`src/rtl/core_pkg.sv`:
```
// Shared core definitions: data width, reset vector, major opcodes and the
// fetch buffer entry type used between fetch and decode.
package core_pkg;

  localparam int XLEN = 32;
  localparam logic [XLEN-1:0] RESET_PC_DEFAULT = '0;

  localparam logic [6:0] OPC_LUI    = 7'b0110111;
  localparam logic [6:0] OPC_AUIPC  = 7'b0010111;
  localparam logic [6:0] OPC_JAL    = 7'b1101111;
  localparam logic [6:0] OPC_JALR   = 7'b1100111;
  localparam logic [6:0] OPC_BRANCH = 7'b1100011;
  localparam logic [6:0] OPC_LOAD   = 7'b0000011;
  localparam logic [6:0] OPC_STORE  = 7'b0100011;
  localparam logic [6:0] OPC_OP_IMM = 7'b0010011;
  localparam logic [6:0] OPC_OP     = 7'b0110011;

  typedef struct packed {
    logic [31:0]     instr;
    logic [XLEN-1:0] pc;
  } fetch_entry_t;

  function automatic logic [6:0] opcode_of(input logic [31:0] word);
    return word[6:0];
  endfunction

endpackage

```
`src/rtl/ifetch_fifo.sv`:
```
// Small synchronous FIFO of fetch entries with flush; used both as the
// decode-side instruction buffer and as the in-flight PC queue.
module ifetch_fifo
  import core_pkg::*;
#(
  parameter int DEPTH = 2,
  localparam int CW = $clog2(DEPTH) + 1
) (
  input  logic         clk,
  input  logic         reset,
  input  logic         flush,
  input  logic         push,
  input  fetch_entry_t push_data,
  input  logic         pop,
  output fetch_entry_t head,
  output logic [CW-1:0] count
);

  localparam int AW = $clog2(DEPTH);

  fetch_entry_t  mem_q [DEPTH];
  fetch_entry_t  mem_d [DEPTH];
  logic [AW-1:0] wr_ptr_q, wr_ptr_d;
  logic [AW-1:0] rd_ptr_q, rd_ptr_d;
  logic [CW-1:0] count_q, count_d;
  logic          full, do_push, do_pop;

  assign full    = (count_q == CW'(DEPTH));
  assign do_pop  = pop && (count_q != '0);
  // A push into a full buffer is only accepted when the head leaves in the same cycle.
  assign do_push = push && (!full || do_pop);

  always_comb begin
    mem_d    = mem_q;
    wr_ptr_d = wr_ptr_q;
    rd_ptr_d = rd_ptr_q;
    count_d  = count_q;
    if (flush) begin
      wr_ptr_d = '0;
      rd_ptr_d = '0;
      count_d  = '0;
    end else begin
      if (do_push) begin
        mem_d[wr_ptr_q] = push_data;
        wr_ptr_d        = wr_ptr_q + AW'(1);
      end
      if (do_pop) rd_ptr_d = rd_ptr_q + AW'(1);
      count_d = count_q + CW'(do_push) - CW'(do_pop);
    end
  end

  always_ff @(posedge clk) begin
    if (reset) begin
      wr_ptr_q <= '0;
      rd_ptr_q <= '0;
      count_q  <= '0;
    end else begin
      wr_ptr_q <= wr_ptr_d;
      rd_ptr_q <= rd_ptr_d;
      count_q  <= count_d;
    end
  end

  always_ff @(posedge clk) begin
    mem_q <= mem_d;
  end

  assign head  = mem_q[rd_ptr_q];
  assign count = count_q;

  a_no_overflow : assert property (@(posedge clk) disable iff (reset)
    !(push && !pop && full && !flush));

endmodule

```
`src/rtl/ifetch_unit.sv`:
```
// Instruction fetch stage: credit-limited in-order requests, in-flight PC queue,
// instruction buffer to decode. Optional IFETCH_MISALIGN_TRAP_EN adds fetch_misalign.
module ifetch_unit
  import core_pkg::*;
#(
  parameter logic [XLEN-1:0] RESET_PC   = RESET_PC_DEFAULT,
  parameter int              FIFO_DEPTH = 2
) (
  input  logic            clk,
  input  logic            reset,
  output logic            imem_req_valid,
  input  logic            imem_req_ready,
  output logic [XLEN-1:0] imem_req_addr,
  input  logic            imem_rsp_valid,
  input  logic [31:0]     imem_rsp_data,
  input  logic            redirect_valid,
  input  logic [XLEN-1:0] redirect_pc,
  output logic            instr_valid,
  input  logic            instr_ready,
  output logic [31:0]     instr,
  output logic [XLEN-1:0] instr_pc,
  output logic [XLEN-1:0] instr_pc_plus4
`ifdef IFETCH_MISALIGN_TRAP_EN
  ,
  output logic            fetch_misalign
`endif
);

  localparam int CW = $clog2(FIFO_DEPTH) + 1;
  localparam logic [CW:0] DEPTH_W = FIFO_DEPTH[CW:0];

  logic            reset_q;
  logic [XLEN-1:0] fetch_pc_q, fetch_pc_d;
  logic [CW-1:0]   outstanding_q, outstanding_d;
  logic [CW-1:0]   drop_cnt_q, drop_cnt_d;
  logic            halt;
  logic            req_hs, keep_rsp, pop_instr;
  logic [XLEN-1:0] redirect_target;
  logic [CW-1:0]   fifo_count, pcq_count;
  fetch_entry_t    fifo_head, pcq_head, fifo_push_entry, pcq_push_entry;
  logic            unused_pcq_bits;

`ifdef IFETCH_MISALIGN_TRAP_EN
  logic misalign_q, misalign_d;

  always_comb begin
    misalign_d = misalign_q;
    if (redirect_valid) misalign_d = (redirect_pc[1:0] != 2'b00);
  end

  always_ff @(posedge clk) begin
    if (reset) misalign_q <= 1'b0;
    else       misalign_q <= misalign_d;
  end

  assign halt           = misalign_q;
  assign fetch_misalign = misalign_q;
`else
  assign halt = 1'b0;
`endif

  assign redirect_target = {redirect_pc[XLEN-1:2], 2'b00};

  // Credits cover both in-flight requests and buffered entries, so a response never finds the buffer full.
  assign imem_req_valid = !reset_q && !halt && (drop_cnt_q == '0) &&
                          (({1'b0, outstanding_q} + {1'b0, fifo_count}) < DEPTH_W);
  assign imem_req_addr  = fetch_pc_q;
  assign req_hs         = imem_req_valid && imem_req_ready;
  assign keep_rsp       = imem_rsp_valid && (drop_cnt_q == '0) && !redirect_valid;

  assign instr_valid    = (fifo_count != '0) && !halt;
  assign pop_instr      = instr_valid && instr_ready;
  assign instr          = instr_valid ? fifo_head.instr : '0;
  assign instr_pc       = instr_valid ? fifo_head.pc : '0;
  assign instr_pc_plus4 = instr_valid ? fifo_head.pc + XLEN'(4) : '0;

  always_comb begin
    fetch_pc_d    = fetch_pc_q;
    outstanding_d = outstanding_q + CW'(req_hs) - CW'(imem_rsp_valid);
    drop_cnt_d    = drop_cnt_q;
    if (req_hs) fetch_pc_d = fetch_pc_q + XLEN'(4);
    if (imem_rsp_valid && (drop_cnt_q != '0)) drop_cnt_d = drop_cnt_q - CW'(1);
    // Everything in flight after this edge belongs to the wrong path.
    if (redirect_valid) begin
      fetch_pc_d = redirect_target;
      drop_cnt_d = outstanding_d;
    end
  end

  always_ff @(posedge clk) begin
    reset_q <= reset;
    if (reset) begin
      fetch_pc_q    <= RESET_PC;
      outstanding_q <= '0;
      drop_cnt_q    <= '0;
    end else begin
      fetch_pc_q    <= fetch_pc_d;
      outstanding_q <= outstanding_d;
      drop_cnt_q    <= drop_cnt_d;
    end
  end

  assign pcq_push_entry  = '{instr: 32'h0, pc: fetch_pc_q};
  assign fifo_push_entry = '{instr: imem_rsp_data, pc: pcq_head.pc};

  ifetch_fifo #(.DEPTH(FIFO_DEPTH)) u_pc_queue (
    .clk       (clk),
    .reset     (reset),
    .flush     (redirect_valid),
    .push      (req_hs),
    .push_data (pcq_push_entry),
    .pop       (keep_rsp),
    .head      (pcq_head),
    .count     (pcq_count)
  );

  ifetch_fifo #(.DEPTH(FIFO_DEPTH)) u_instr_fifo (
    .clk       (clk),
    .reset     (reset),
    .flush     (redirect_valid),
    .push      (keep_rsp),
    .push_data (fifo_push_entry),
    .pop       (pop_instr),
    .head      (fifo_head),
    .count     (fifo_count)
  );

  assign unused_pcq_bits = ^{pcq_head.instr, pcq_count};

endmodule

```
`config.mk`:
```
export PLATFORM = sky130hd
export DESIGN_NAME = ifetch_unit
export DESIGN_NICKNAME = d
export VERILOG_FILES = /design/src/rtl/core_pkg.sv /design/src/rtl/ifetch_fifo.sv /design/src/rtl/ifetch_unit.sv
export SDC_FILE = /design/constraint.sdc
export NUM_CORES = 1
export LEC_CHECK = 0
export ABC_CLOCK_PERIOD_IN_PS = 13400
export CELL_PAD_IN_SITES_DETAIL_PLACEMENT = 1
export CELL_PAD_IN_SITES_GLOBAL_PLACEMENT = 2
export CORE_MARGIN = 5
export CORE_UTILIZATION = 30
export CTS_CLUSTER_SIZE = 14
export DETAILED_ROUTE_END_ITERATION = 10
export PLACE_DENSITY = 0.72
export SLEW_MARGIN = 20
export SYNTH_ARGS = -nofsm -noshare
export SYNTH_HDL_FRONTEND = slang
export SYNTH_SLANG_ARGS = --single-unit
```
`constraint.sdc`:
```
create_clock -name clk -period 13.4 [get_ports clk]
set_clock_uncertainty 0.2 [all_clocks]
set_input_delay 2.68 -clock clk [delete_from_list [all_inputs] [get_ports clk]]
set_output_delay 2.68 -clock clk [all_outputs]
set_load 0.03 [all_outputs]
```
==> flow_summary.ini <==
[timing]
setup_viol = 0
slew_headroom_pct = 40.91
rsz0062_at_grt = no
slew_viol_final = 0
finalCritPeriodShare_pct = 55.87
tns_ns = 0
clock.fmax_ghz = 0.1336
fin_crit_ns = 7.486
worst_slew_pin_slew_ns = 0.8864
finalHoldViolCount = 0

[floorplanning]
rows = 67
pin_count = 200
core-area_um2 = 33620
die_w_um = 194.6
dieArea_um2 = 37870
start_util_pct = 30.41
die_y_um = 194.6

[pwr]
p_sw_w = 0.0004678
power_leakage_nw = 4.513
power_density_nw_per_um2 = 135.4
switching_share_pct = 25.70
total_power_w = 0.001820
irDropWorstVdd_mv = 0.08252
p_int_w = 0.001352
pwr-share-clk_pct = 38.8
power_frac_seq_pct = 45.9
power.share.combinational_pct = 15.2

[cells_and_area]
area_growth_pct = 31.47
seqCellArea_um2 = 6390
antenna_cells = 0
final_area_um2 = 13440
layout-drive-gt1-share_pct = 10.07
fin_cells = 1461
multiInputGateArea_um2 = 3516
fin_util_pct = 39.98
nets = 1072
fillers = 3548

[global_route]
grt_pass1_vias = 6928
grt_max_degree = 80
track_usage_pct = 13.01
grt_remaining_overflow = 0
grt_pass1_wl_um = 39910
antenna_found_initial = 0

[routing]
dr.pass1.iters = 4
viasPerCell = 4.592
dr_total_vias = 6709
wl_met3_um = 1546
wl_um = 25740
routedWlPerCell_um = 17.62
route.detailed.drc = 0
met1_length_um = 12520
drtIter0Drc = 175
drt.antenna.violating_nets = 0
met2_length_um = 11310
top_layer_used = met4

[synth]
synth.area.mux_share_pct = 10.64
ys_ff_latch = 227
synth_top_cell_by_area = edfxtp_1
synth_cell_type_count = 54
syn_area_um2 = 10220
yosys.area_share.simple_pct = 12.51
synth_edf_count = 184
synth_top_area_share_pct = 54.04
synth_top_family_by_area = simple AND/OR/NAND/NOR gates
yosys.area_share.xor_xnor_pct = 4.198
synthAdderAreaFrac_pct = 1.175
yosysSeqAreaShare_pct = 62.46
async_flop_share_pct = 0
ys.flop_type = edfxtp_1
syn_avg_cell_area_um2 = 12.72
syn_inst = 804
yosysWarningCount = 0
ys_top_cells_by_area = edfxtp_1, dfxtp_1, mux2i_1
synth_compound_gate_area_share_pct = 5.422

[setup_path]
worstPathArrival_ns = 4.61
cp.required_ns = 10.52
start_kind = flip-flop
path_max_fanout = 48
critical_path_class = reg2out
crit_path_end_kind = output pin

[cts]
postCtsHoldBufs = 0
cts_setup_buffers = 0
tritoncts = done
htree_levels = 1
cts_sinks = 227
cts_buffer_depth = 3
path_clk_slew_ns = 0.06
cts_resized = 0
root_buffer = clkbuf_16
cts_made_buffers = 27
worstSkewPairLatency_ns = 0.53

[placement]
hpwl_um = 18130
place_congestion = 0.7434
placed_cells = 1412
place_area_um2 = 12570
io_buffers = 191

[job]
max_cap_viol_count = 0

[outcome]
status = complete, no violations

[min_path]
hp-class = reg2reg
[logic make-up after synthesis]
group / Yosys count
mux: 104
buf+inv: 80
other cells: 1
flops: 227
simple gates: 248
fa+ha+maj: 9
xor+xnor: 49
compound gates: 86
[metrics by stage]
step	hold slack, ns	setup WS (ns)
2_1_floorplan	0.2941	5.497
3_3_place_gp	0.3173	6.315
3_5_place_dp	0.3206	6.304
4_1_cts	0.3324	5.731
5_1_grt	0.3467	5.594
6_report	0.3418	5.914
[state kept, by name (all words and copies together), names as in the netlist, 2 cells and up]
| signal | count |
|---|---|
| drop_cnt_q | 2 |
| imem_req_addr | 30 |
| outstanding_q | 2 |
| u_instr_fifo.count | 2 |
| u_instr_fifo.mem_q | 124 |
| u_pc_queue.count | 2 |
| u_pc_queue.mem_q | 60 |
[cell type report]
class | count | share of cell area [%]
sequential | 227 | 47.54
timing repair buffer | 200 | 14.69
multi-input combinational | 502 | 26.16
clock inverter | 15 | 1.238
tap | 448 | 4.171
clock buffer | 34 | 5.222
inverter | 35 | 0.9775
[cell usage after synthesis, types with 2 or more instances]
| library cell | n |
|---|---|
| nor3b_1 | 5 |
| mux2i_1 | 67 |
| nand3b_1 | 6 |
| o21ai_0 | 12 |
| o21a_1 | 22 |
| nand4b_1 | 3 |
| mux2_1 | 2 |
| nor2_1 | 97 |
| and3_1 | 5 |
| edfxtp_1 | 184 |
| mux2_2 | 35 |
| a22oi_2 | 2 |
| or2_2 | 2 |
| nor4_1 | 10 |
| a21oi_1 | 31 |
| a21o_1 | 2 |
| and4_1 | 2 |
| a31oi_1 | 4 |
| buf_2 | 9 |
| buf_6 | 4 |
| inv_1 | 35 |
| nand4_1 | 16 |
| nor3_1 | 24 |
| xor2_1 | 27 |
| clkbuf_1 | 21 |
| nand3_1 | 18 |
| o31a_1 | 4 |
| a22oi_1 | 2 |
| or3_1 | 3 |
| and2_1 | 12 |
| ha_1 | 8 |
| buf_4 | 6 |
| nand2_1 | 33 |
| nand3_2 | 3 |
| o31ai_1 | 2 |
| buf_1 | 5 |
| dfxtp_1 | 43 |
| xnor2_1 | 22 |
[metal layers]
metal | vias to the layer above | global-route usage, %
met5 | - | 0
met4 | 0 | 2.552
met2 | 164 | 20.44
met1 | 3212 | 18.83
li1 | 3300 | -
met3 | 33 | 2.614
[final timing paths]
| kind | from | slack, ns | cells after the start | to |
|---|---|---|---|---|
| min reg2reg | imem_req_addr[30] | 0.34 | 0 | u_pc_queue.mem_q[94] |
| min | imem_req_addr[30] | 0.34 | 0 | u_pc_queue.mem_q[94] |
| max reg2reg | u_instr_fifo.count[0] | 9.78 | 7 | imem_req_addr[17] |
| max | u_instr_fifo.rd_ptr_q | 5.91 | 9 | instr_pc_plus4[26] |
[power by group through the flow]
stage	sequential, W	combinational [W]	clock [W]
detailed placement	0.000851	0.000282	0
floorplan	0.000857	0.000160	0
global placement	0.000849	0.000279	0
global route	0.000841	0.000301	0.000766
finish	0.000836	0.000277	0.000707
CTS	0.000837	0.000283	0.000732
[placed cells by master, fill, tap and decap left out, drive strengths merged, types with 10 or more instances in the layout]
cell,instances
clkdlybuf4s50,190
edfxtp,184
nor2,97
mux2i,67
dfxtp,43
inv,37
mux2,37
clkbuf,34
nand2,33
a21oi,31
xor2,27
nor3,24
o21a,22
xnor2,22
nand3,21
nand4,17
o21ai,12
and2,12
nor4,10
buf,10
[worst max-delay path, stage by stage, from the launching register on]
cell             delay [ns]
dfxtp_4                0.74
buf_4                  0.70
mux2_2                 0.32
ha_1                   0.21
nand4_1                0.13
nand2_1                0.34
nand4_1                0.29
a211oi_1               0.31
mux2_2                 0.40
clkdlybuf4s50_1        0.61
(Power assumes the default switching activity.)
